===== src/rtl/power_stream_buffer.sv =====
// power_stream_buffer
// Consumer stage for the power-of-3 generator stream. Accepted words are held
// in a first-word-fall-through FIFO and handed on through a valid/ready pair.
// While filling, the stage checks that every accepted word is three times the
// previous accepted word and counts the words offered while full.
// There is no FSM: behaviour comes from the pointers, the occupancy count,
// the expected-word register and the two status registers.

module power_stream_buffer #(
    parameter int data_size  = 32,
    parameter int depth      = 8,
    parameter int addr_width = 3
) (
    input  logic                  clk,
    input  logic                  rst,
    input  logic                  in_valid,
    input  logic [data_size-1:0]  in_data,
    output logic                  in_ready,
    output logic                  out_valid,
    output logic [data_size-1:0]  out_data,
    input  logic                  out_ready,
    output logic [addr_width:0]   count,
    output logic                  seq_error,
    output logic [15:0]           drop_count
);

    localparam logic [addr_width:0]   c_depth   = (addr_width + 1)'(depth);
    localparam logic [addr_width:0]   c_cnt_one = (addr_width + 1)'(1);
    localparam logic [addr_width-1:0] c_ptr_one = addr_width'(1);

    logic [data_size-1:0]  r_mem [depth];
    logic [addr_width-1:0] r_wr_ptr;
    logic [addr_width-1:0] r_rd_ptr;
    logic [addr_width:0]   r_count;
    logic [data_size-1:0]  r_expected;
    logic                  r_seq_error;
    logic [15:0]           r_drop_count;

    logic                  w_full;
    logic                  w_not_empty;
    logic                  w_wr;
    logic                  w_rd;
    logic                  w_drop;
    logic [data_size-1:0]  w_times3;

    assign w_full      = (r_count == c_depth);
    assign w_not_empty = (r_count != '0);
    assign w_wr        = in_valid && !w_full;
    assign w_rd        = w_not_empty && out_ready;
    assign w_drop      = in_valid && w_full;

    // x*3 as x + 2x; the carry out of the top bit is discarded (mod 2^data_size)
    assign w_times3    = in_data + {in_data[data_size-2:0], 1'b0};

    // Pointers and occupancy; the full check blocks a write even when a read
    // frees a slot on the same edge
    always_ff @(posedge clk or posedge rst) begin
        if (rst) begin
            r_wr_ptr <= '0;
            r_rd_ptr <= '0;
            r_count  <= '0;
        end else begin
            if (w_wr) begin
                r_wr_ptr <= r_wr_ptr + c_ptr_one;
            end
            if (w_rd) begin
                r_rd_ptr <= r_rd_ptr + c_ptr_one;
            end
            case ({w_wr, w_rd})
                2'b10:   r_count <= r_count + c_cnt_one;
                2'b01:   r_count <= r_count - c_cnt_one;
                default: r_count <= r_count;
            endcase
        end
    end

    // Storage array; contents need no reset because count gates visibility
    always_ff @(posedge clk) begin
        if (w_wr) begin
            r_mem[r_wr_ptr] <= in_data;
        end
    end

    // Sequence checker, re-seeded from the actual word so one bad word flags once
    always_ff @(posedge clk or posedge rst) begin
        if (rst) begin
            r_expected  <= data_size'(1);
            r_seq_error <= 1'b0;
        end else if (w_wr) begin
            r_expected <= w_times3;
            if (in_data != r_expected) begin
                r_seq_error <= 1'b1;
            end
        end
    end

    // Saturating count of cycles where a word was offered while full
    always_ff @(posedge clk or posedge rst) begin
        if (rst) begin
            r_drop_count <= '0;
        end else if (w_drop && (r_drop_count != 16'hFFFF)) begin
            r_drop_count <= r_drop_count + 16'd1;
        end
    end

    assign in_ready   = !w_full;
    assign out_valid  = w_not_empty;
    assign out_data   = r_mem[r_rd_ptr];
    assign count      = r_count;
    assign seq_error  = r_seq_error;
    assign drop_count = r_drop_count;

endmodule


===== config.mk =====
export PLATFORM = sky130hd
export DESIGN_NAME = power_stream_buffer
export DESIGN_NICKNAME = d
export VERILOG_FILES = /design/src/rtl/power_stream_buffer.sv
export SDC_FILE = /design/constraint.sdc
export NUM_CORES = 1
export LEC_CHECK = 0
export ABC_AREA = 1
export BUFFER_PORTS_ARGS = -buffer_cell sky130_fd_sc_hd__buf_2
export CAP_MARGIN = 25
export CORE_ASPECT_RATIO = 0.75
export CORE_UTILIZATION = 66
export DETAILED_ROUTE_END_ITERATION = 16
export PLACE_DENSITY = 0.86
export RECOVER_POWER = 50
export SLEW_MARGIN = 20
export SYNTH_ARGS = -nofsm -noshare
export SYNTH_HDL_FRONTEND = slang
export SYNTH_SLANG_ARGS = --single-unit

===== constraint.sdc =====
create_clock -name clk -period 5.3 [get_ports clk]
set_input_delay 0.265 -clock clk [delete_from_list [all_inputs] [get_ports clk]]
set_output_delay 0.265 -clock clk [all_outputs]
set_load 0.005 [all_outputs]

Word level (Yosys, flattened, before mapping). Memories as Yosys holds them, arrays and structs flattened. Index checks and enable logic that the tools add are counted.

Output and inout bits: 55. Register bits: 59. Memories kept: 1. Logic and storage cells: 29. RAM bits: 256.

Eq/ne operators: 5. Multiplexer cells: 3. Add/subtract/negate cells: 6. Reduce and logical (&&, ||, !) cells: 8.

Memory list: r_mem (words 8, bits a word 32, read ports 1, clocked after memory_dff 0, wr ports 1, line 31) `logic [data_size-1:0] r_mem [depth];`.

Operators with widths (number): adder 32 bit (1); inequality test 32 bit (1); adder 16 x 1 -> 16 bit (second input constant) (1); inequality test 16 bit (second input constant) (1); case mux 4 bit (2 select lines) (1); adder 3 x 1 -> 3 bit (second input constant) (2); adder 4 x 1 -> 4 bit (second input constant) (1); == test 4 bit (second input constant) (1); logical AND 1 bit (4); nonzero test 4 bit (1); subtractor 4 x 1 -> 4 bit (second input constant) (1); == test 2 x 1 -> 1 bit (second input constant) (1); == test 2 bit (second input constant) (1); 2-to-1 mux 1 bit (2); AND reduction 2 bit (1); nonzero test 2 bit (1); logical NOT 1 bit (1).

Depth between registers and ports, before layout.
Depth after elaboration: 5. Mapped depth: 13. Depth with buffers taken out: 13.

Least setup slack after synthesis. No wires, ideal clock.

Kind: flip-flop to flip-flop. Start point: reg r_count[1] (netlist: count[1]). End point: mem r_mem[0][0], enable pin. Slack: 2484 ps. Cell stages (with the launch flop): 6. Arrival time: 2395 ps. Clock period less this slack: 2816 ps. Cells stage by stage: dfrtp_1 -> nor2_2 -> nand3_2 -> nand2_2 -> or2_2 -> nor2_1.

Word-level cells in the longest chain between the ends: 5.

RTL lines: start: declaration (line 34) `logic [addr_width:0] r_count;`; start signal: assignment (line 70) `2'b10: r_count <= r_count + c_cnt_one;`; start signal: assignment (line 71) `2'b01: r_count <= r_count - c_cnt_one;`; start signal: assignment (line 72) `default: r_count <= r_count;`; == test 4 bit (line 46) `assign w_full = (r_count == c_depth);`; logical NOT 1 bit; named net in_ready (line 18) `output logic in_ready,`; logical AND 1 bit (line 48) `assign w_wr = in_valid && !w_full;`; 2-to-1 mux 1 bit (line 79) `if (w_wr) begin`; 2-to-1 mux 1 bit (implied by the code) (line 80) `r_mem[r_wr_ptr] <= in_data;`; end: declaration (line 31).

The timed path passes the listed nets, and every way through them passes these cells.

Final worst setup path.
Start point: reg r_rd_ptr[0]. End point: out out_data[14].

Word-level cells in the longest chain between the ends: 1.

RTL lines: start: declaration (line 33) `logic [addr_width-1:0] r_rd_ptr;`; start signal: assignment (line 67) `r_rd_ptr <= r_rd_ptr + c_ptr_one;`; memory read (8 x 32 bit); end: declaration (line 20) `output logic [data_size-1:0] out_data,`.

No other way between the ends.

==> flow_results.xml <==
<?xml version="1.0" encoding="UTF-8"?>
<metrics>
  <group name="grt">
    <metric name="antenna_found_initial" unit="">1</metric>
    <metric name="globalRouteTotalUtil" unit="%">30.9</metric>
    <metric name="grt_max_degree" unit="">88</metric>
    <metric name="via_count_of_the_first_global_routing_pass" unit="">10900</metric>
    <metric name="global_route.overflow_total" unit="">0</metric>
    <metric name="grt_first_pass_wirelength" unit="mm">56.0</metric>
  </group>
  <group name="floorplanning">
    <metric name="io-pin-count" unit="">91</metric>
    <metric name="start_util" unit="%">67.8</metric>
    <metric name="placementRows" unit="">47</metric>
    <metric name="die-area" unit="um^2">23500</metric>
    <metric name="fp.dieH" unit="um">133</metric>
    <metric name="design.core.area" unit="um^2">22300</metric>
    <metric name="die_width" unit="um">177</metric>
  </group>
  <group name="clocking">
    <metric name="cts_tree" unit="">done</metric>
    <metric name="cts.sinks" unit="">315</metric>
    <metric name="tritoncts.num_buffers" unit="">30</metric>
    <metric name="cts.path.max_buffers" unit="">3</metric>
    <metric name="clockRootBuffer" unit="">sky130_fd_sc_hd__clkbuf_16</metric>
    <metric name="clk_latency" unit="ns">0.58</metric>
    <metric name="path_clk_slew" unit="ns">0.07</metric>
    <metric name="cts_setup_buffers" unit="">0</metric>
    <metric name="cts.htree.levels" unit="">1</metric>
  </group>
  <group name="run_status">
    <metric name="status" unit="">completed</metric>
  </group>
  <group name="synth">
    <metric name="dominantRegCellSynth" unit="">sky130_fd_sc_hd__edfxtp_1</metric>
    <metric name="synth_enable_flop_cells" unit="">256</metric>
    <metric name="syn_nets" unit="">1622</metric>
    <metric name="ys_async_sr_fraction" unit="%">18.7</metric>
    <metric name="ys_ff_latch" unit="">315</metric>
    <metric name="syn_inst" unit="">1548</metric>
    <metric name="synth-seq-area-share" unit="%">60.6</metric>
    <metric name="yosysUniqueCellTypes" unit="">38</metric>
    <metric name="cell_area_after_technology_mapping" unit="um^2">15100</metric>
    <metric name="yosys_warnings" unit="">0</metric>
    <metric name="syn_avg_cell_area" unit="um^2">9.76</metric>
  </group>
  <group name="pwr">
    <metric name="power.share.combinational" unit="%">33.5</metric>
    <metric name="cellPowerDensity" unit="nW/um^2">495</metric>
    <metric name="power_spent_charging_and_discharging_nets" unit="mW">3.04</metric>
    <metric name="seq_power_share" unit="%">40.5</metric>
    <metric name="int_power" unit="mW">5.36</metric>
    <metric name="pleak" unit="nW">6.90</metric>
    <metric name="clock_power_share" unit="%">26.0</metric>
    <metric name="worst_ir_drop_vdd" unit="V">0.000303</metric>
    <metric name="power.switching_fraction" unit="%">36.2</metric>
  </group>
  <group name="sta">
    <metric name="max_freq" unit="GHz">0.279</metric>
    <metric name="min_period_over_period" unit="%">67.7</metric>
    <metric name="maxSlewViolCount" unit="">0</metric>
    <metric name="final.setup.tns" unit="ns">0</metric>
    <metric name="fin_skew" unit="ns">0.0313</metric>
    <metric name="tightest_slew" unit="ns">1.02</metric>
    <metric name="grt_setup_unrepaired" unit="">no</metric>
    <metric name="timing.final.setup_violations" unit="">0</metric>
    <metric name="max-slew-margin-rel" unit="%">31.9</metric>
    <metric name="final_period_minus_worst_setup_slack" unit="ns">3.59</metric>
    <metric name="timing_hold_violations_final" unit="">0</metric>
  </group>
  <group name="drt">
    <metric name="detailed_router_s_first_iteration_violation_count" unit="">1483</metric>
    <metric name="remaining_drc_errors" unit="">0</metric>
    <metric name="routed_wl" unit="mm">36.1</metric>
    <metric name="route.detailed.vias_per_inst" unit="">5.89</metric>
    <metric name="drtAntennaViolNets" unit="">0</metric>
    <metric name="route.detailed.wl_per_inst" unit="um">18.5</metric>
    <metric name="routed-via-count" unit="">11500</metric>
    <metric name="firstDrtPassIters" unit="">6</metric>
  </group>
  <group name="worst_setup_path">
    <metric name="path_class" unit="">flop to primary output</metric>
    <metric name="setup.worst_path.end_class" unit="">primary output</metric>
    <metric name="cpMaxStageDelayCell" unit="">sky130_fd_sc_hd__dfrtp_4</metric>
    <metric name="worst-path-buf-inv" unit="">3</metric>
    <metric name="worstPathMaxFanout" unit="">87</metric>
    <metric name="crit_path_max_incr_delay" unit="ns">0.72</metric>
    <metric name="timing.critical_path.cells" unit="">inv_4 &gt; buf_4 &gt; o21ai_0 &gt; o22ai_1 &gt; nor2_1 &gt; a31oi_1 &gt; buf_2</metric>
    <metric name="crit_arrival" unit="ns">3.32</metric>
    <metric name="critical_path.startpoint_type" unit="">flop</metric>
    <metric name="cpLargestDelayFamily" unit="">buffers and inverters</metric>
    <metric name="cp_data_required_time" unit="ns">5.04</metric>
  </group>
  <group name="place">
    <metric name="port_buffers" unit="">90</metric>
    <metric name="place_hpwl" unit="mm">23.2</metric>
    <metric name="gp_congestion" unit="">0.913</metric>
    <metric name="dpl-instance-area" unit="um^2">16000</metric>
  </group>
  <group name="min_path">
    <metric name="worst_hold_path_type" unit="">input port to flop</metric>
  </group>
  <group name="cells_and_area">
    <metric name="area_growth_syn_to_layout" unit="%">12.3</metric>
    <metric name="layout-drive-gt1-share" unit="%">9.31</metric>
    <metric name="summed_area_of_non_filler_cells_in_the_final_layout" unit="um^2">17000</metric>
    <metric name="layout.cells.most_common_list" unit="">sky130_fd_sc_hd__nand2_1, sky130_fd_sc_hd__nor2_1, sky130_fd_sc_hd__edfxtp_1</metric>
    <metric name="most_common_library_cell_in_the_layout_ignoring_fill_and_taps" unit="">sky130_fd_sc_hd__nand2_1</metric>
    <metric name="antenna_cells_inserted" unit="">0</metric>
    <metric name="num-nets-final" unit="">1705</metric>
  </group>
  <group name="job">
    <metric name="drv.max_cap_violation_count" unit="">0</metric>
  </group>
</metrics>
[metal layers]
layer  global-route usage [%]  routed length (um)  up-vias
met5                        0                  10        -
met3                     5.52                3530       88
met2                     48.0               16400      559
met4                     9.53                 887        2
li1                         -                   -     5377
met1                     44.6               15200     5448
[registers in the layout (all words and copies together) (netlist names)]
register,flops
r_mem,256
r_expected,32
count,4
r_wr_ptr,3
seq_error,1
r_rd_ptr,3
drop_count,16
[cell usage after synthesis (21+ instances only)]
library cell | number | area, um^2
sky130_fd_sc_hd__nand2_1 | 306 | 1150
sky130_fd_sc_hd__nor2_1 | 289 | 1080
sky130_fd_sc_hd__edfxtp_1 | 256 | 7690
sky130_fd_sc_hd__o21ai_0 | 150 | 751
sky130_fd_sc_hd__inv_1 | 134 | 503
sky130_fd_sc_hd__dfrtp_1 | 58 | 1450
sky130_fd_sc_hd__nand3_1 | 54 | 270
sky130_fd_sc_hd__ha_1 | 36 | 450
sky130_fd_sc_hd__xnor2_1 | 34 | 298
sky130_fd_sc_hd__a31oi_1 | 33 | 206
sky130_fd_sc_hd__o22ai_1 | 32 | 200
sky130_fd_sc_hd__clkbuf_1 | 30 | 113
sky130_fd_sc_hd__a21oi_1 | 21 | 105
sky130_fd_sc_hd__buf_2 | 21 | 105
[cell families (layout without fill, tap and decap cells)]
logic type / count (synthesis) / count (layout) / synth area share [%]
adder cells (fa/ha/maj): 38 / 38 / 3.25
XOR/XNOR: 54 / 54 / 3.13
flip-flops: 315 / 315 / 60.6
AND/OR/NAND/NOR: 697 / 697 / 19.0
AO/OA/AOI/OAI: 250 / 250 / 8.88
buffers and inverters: 194 / 301 / 5.12
[worst paths after layout]
| check | start | end | slack, ns | cells past startpoint |
|---|---|---|---|---|
| min reg2reg | seq_error | seq_error | 0.47 | 2 |
| max reg2reg | count[1] | r_mem[3][21] | 2.03 | 8 |
| max | r_rd_ptr[0] | out_data[14] | 1.71 | 7 |
| min in group asynchronous | rst | r_rd_ptr[0] | 0.47 | 4 |
| min | out_ready | r_rd_ptr[0] | 0.17 | 3 |
| max in group asynchronous | rst | r_rd_ptr[0] | 4.28 | 4 |
[power by group through the flow]
stage	sequential [mW]	combinational, mW	clock (mW)
final	3.41	2.81	2.18
after global routing	3.44	3.11	2.28
after CTS	3.40	2.78	2.18
after detailed placement	3.44	2.75	0
after global placement	3.43	2.57	0
after floorplan	3.34	1.88	0
[final cells by class]
type                    count  area (um^2)
fillers                  1442         5310
clock inverters            21          241
well taps                 294          368
inverters                 138          526
flip-flops and latches    315         9170
repair buffers            107          686
clock buffers              35          769
multi-input cells        1039         5220
[through the flow]
step | setup slack [ns] | utilization, % | std cells | hold WS, ns | power [mW]
2_1_floorplan | 2.48 | - | 1548 | 0.364 | 5.22
3_3_place_gp | 2.05 | 70.9 | 1882 | 0.465 | 6.00
3_5_place_dp | 1.94 | 71.7 | 1890 | 0.457 | 6.19
4_1_cts | 1.32 | 76.3 | 1947 | 0.0451 | 8.37
5_1_grt | 1.51 | 76.2 | 1949 | 0.164 | 8.83
6_report | 1.71 | 76.2 | 1949 | 0.169 | 8.40
[worst register-to-register path: stages (launching register included)]
cell and delay (ns):
sky130_fd_sc_hd__dfrtp_1 0.43, sky130_fd_sc_hd__nor2_1 0.09, sky130_fd_sc_hd__nand3_1 0.15, sky130_fd_sc_hd__nand2_1 0.11, sky130_fd_sc_hd__inv_1 0.75, sky130_fd_sc_hd__nand2_1 0.49
sky130_fd_sc_hd__nor2_4 0.54, sky130_fd_sc_hd__buf_16 0.22, sky130_fd_sc_hd__buf_8 0.18
[what timing repair did]
action / CTS / global route
endpoints found under the setup margin: 0 / 0
hold buffers: 1 / 0
endpoints found under the hold margin: 58 / 0
resized for setup: 0 / 0
Note: power is estimated with default switching activity, not from simulation.
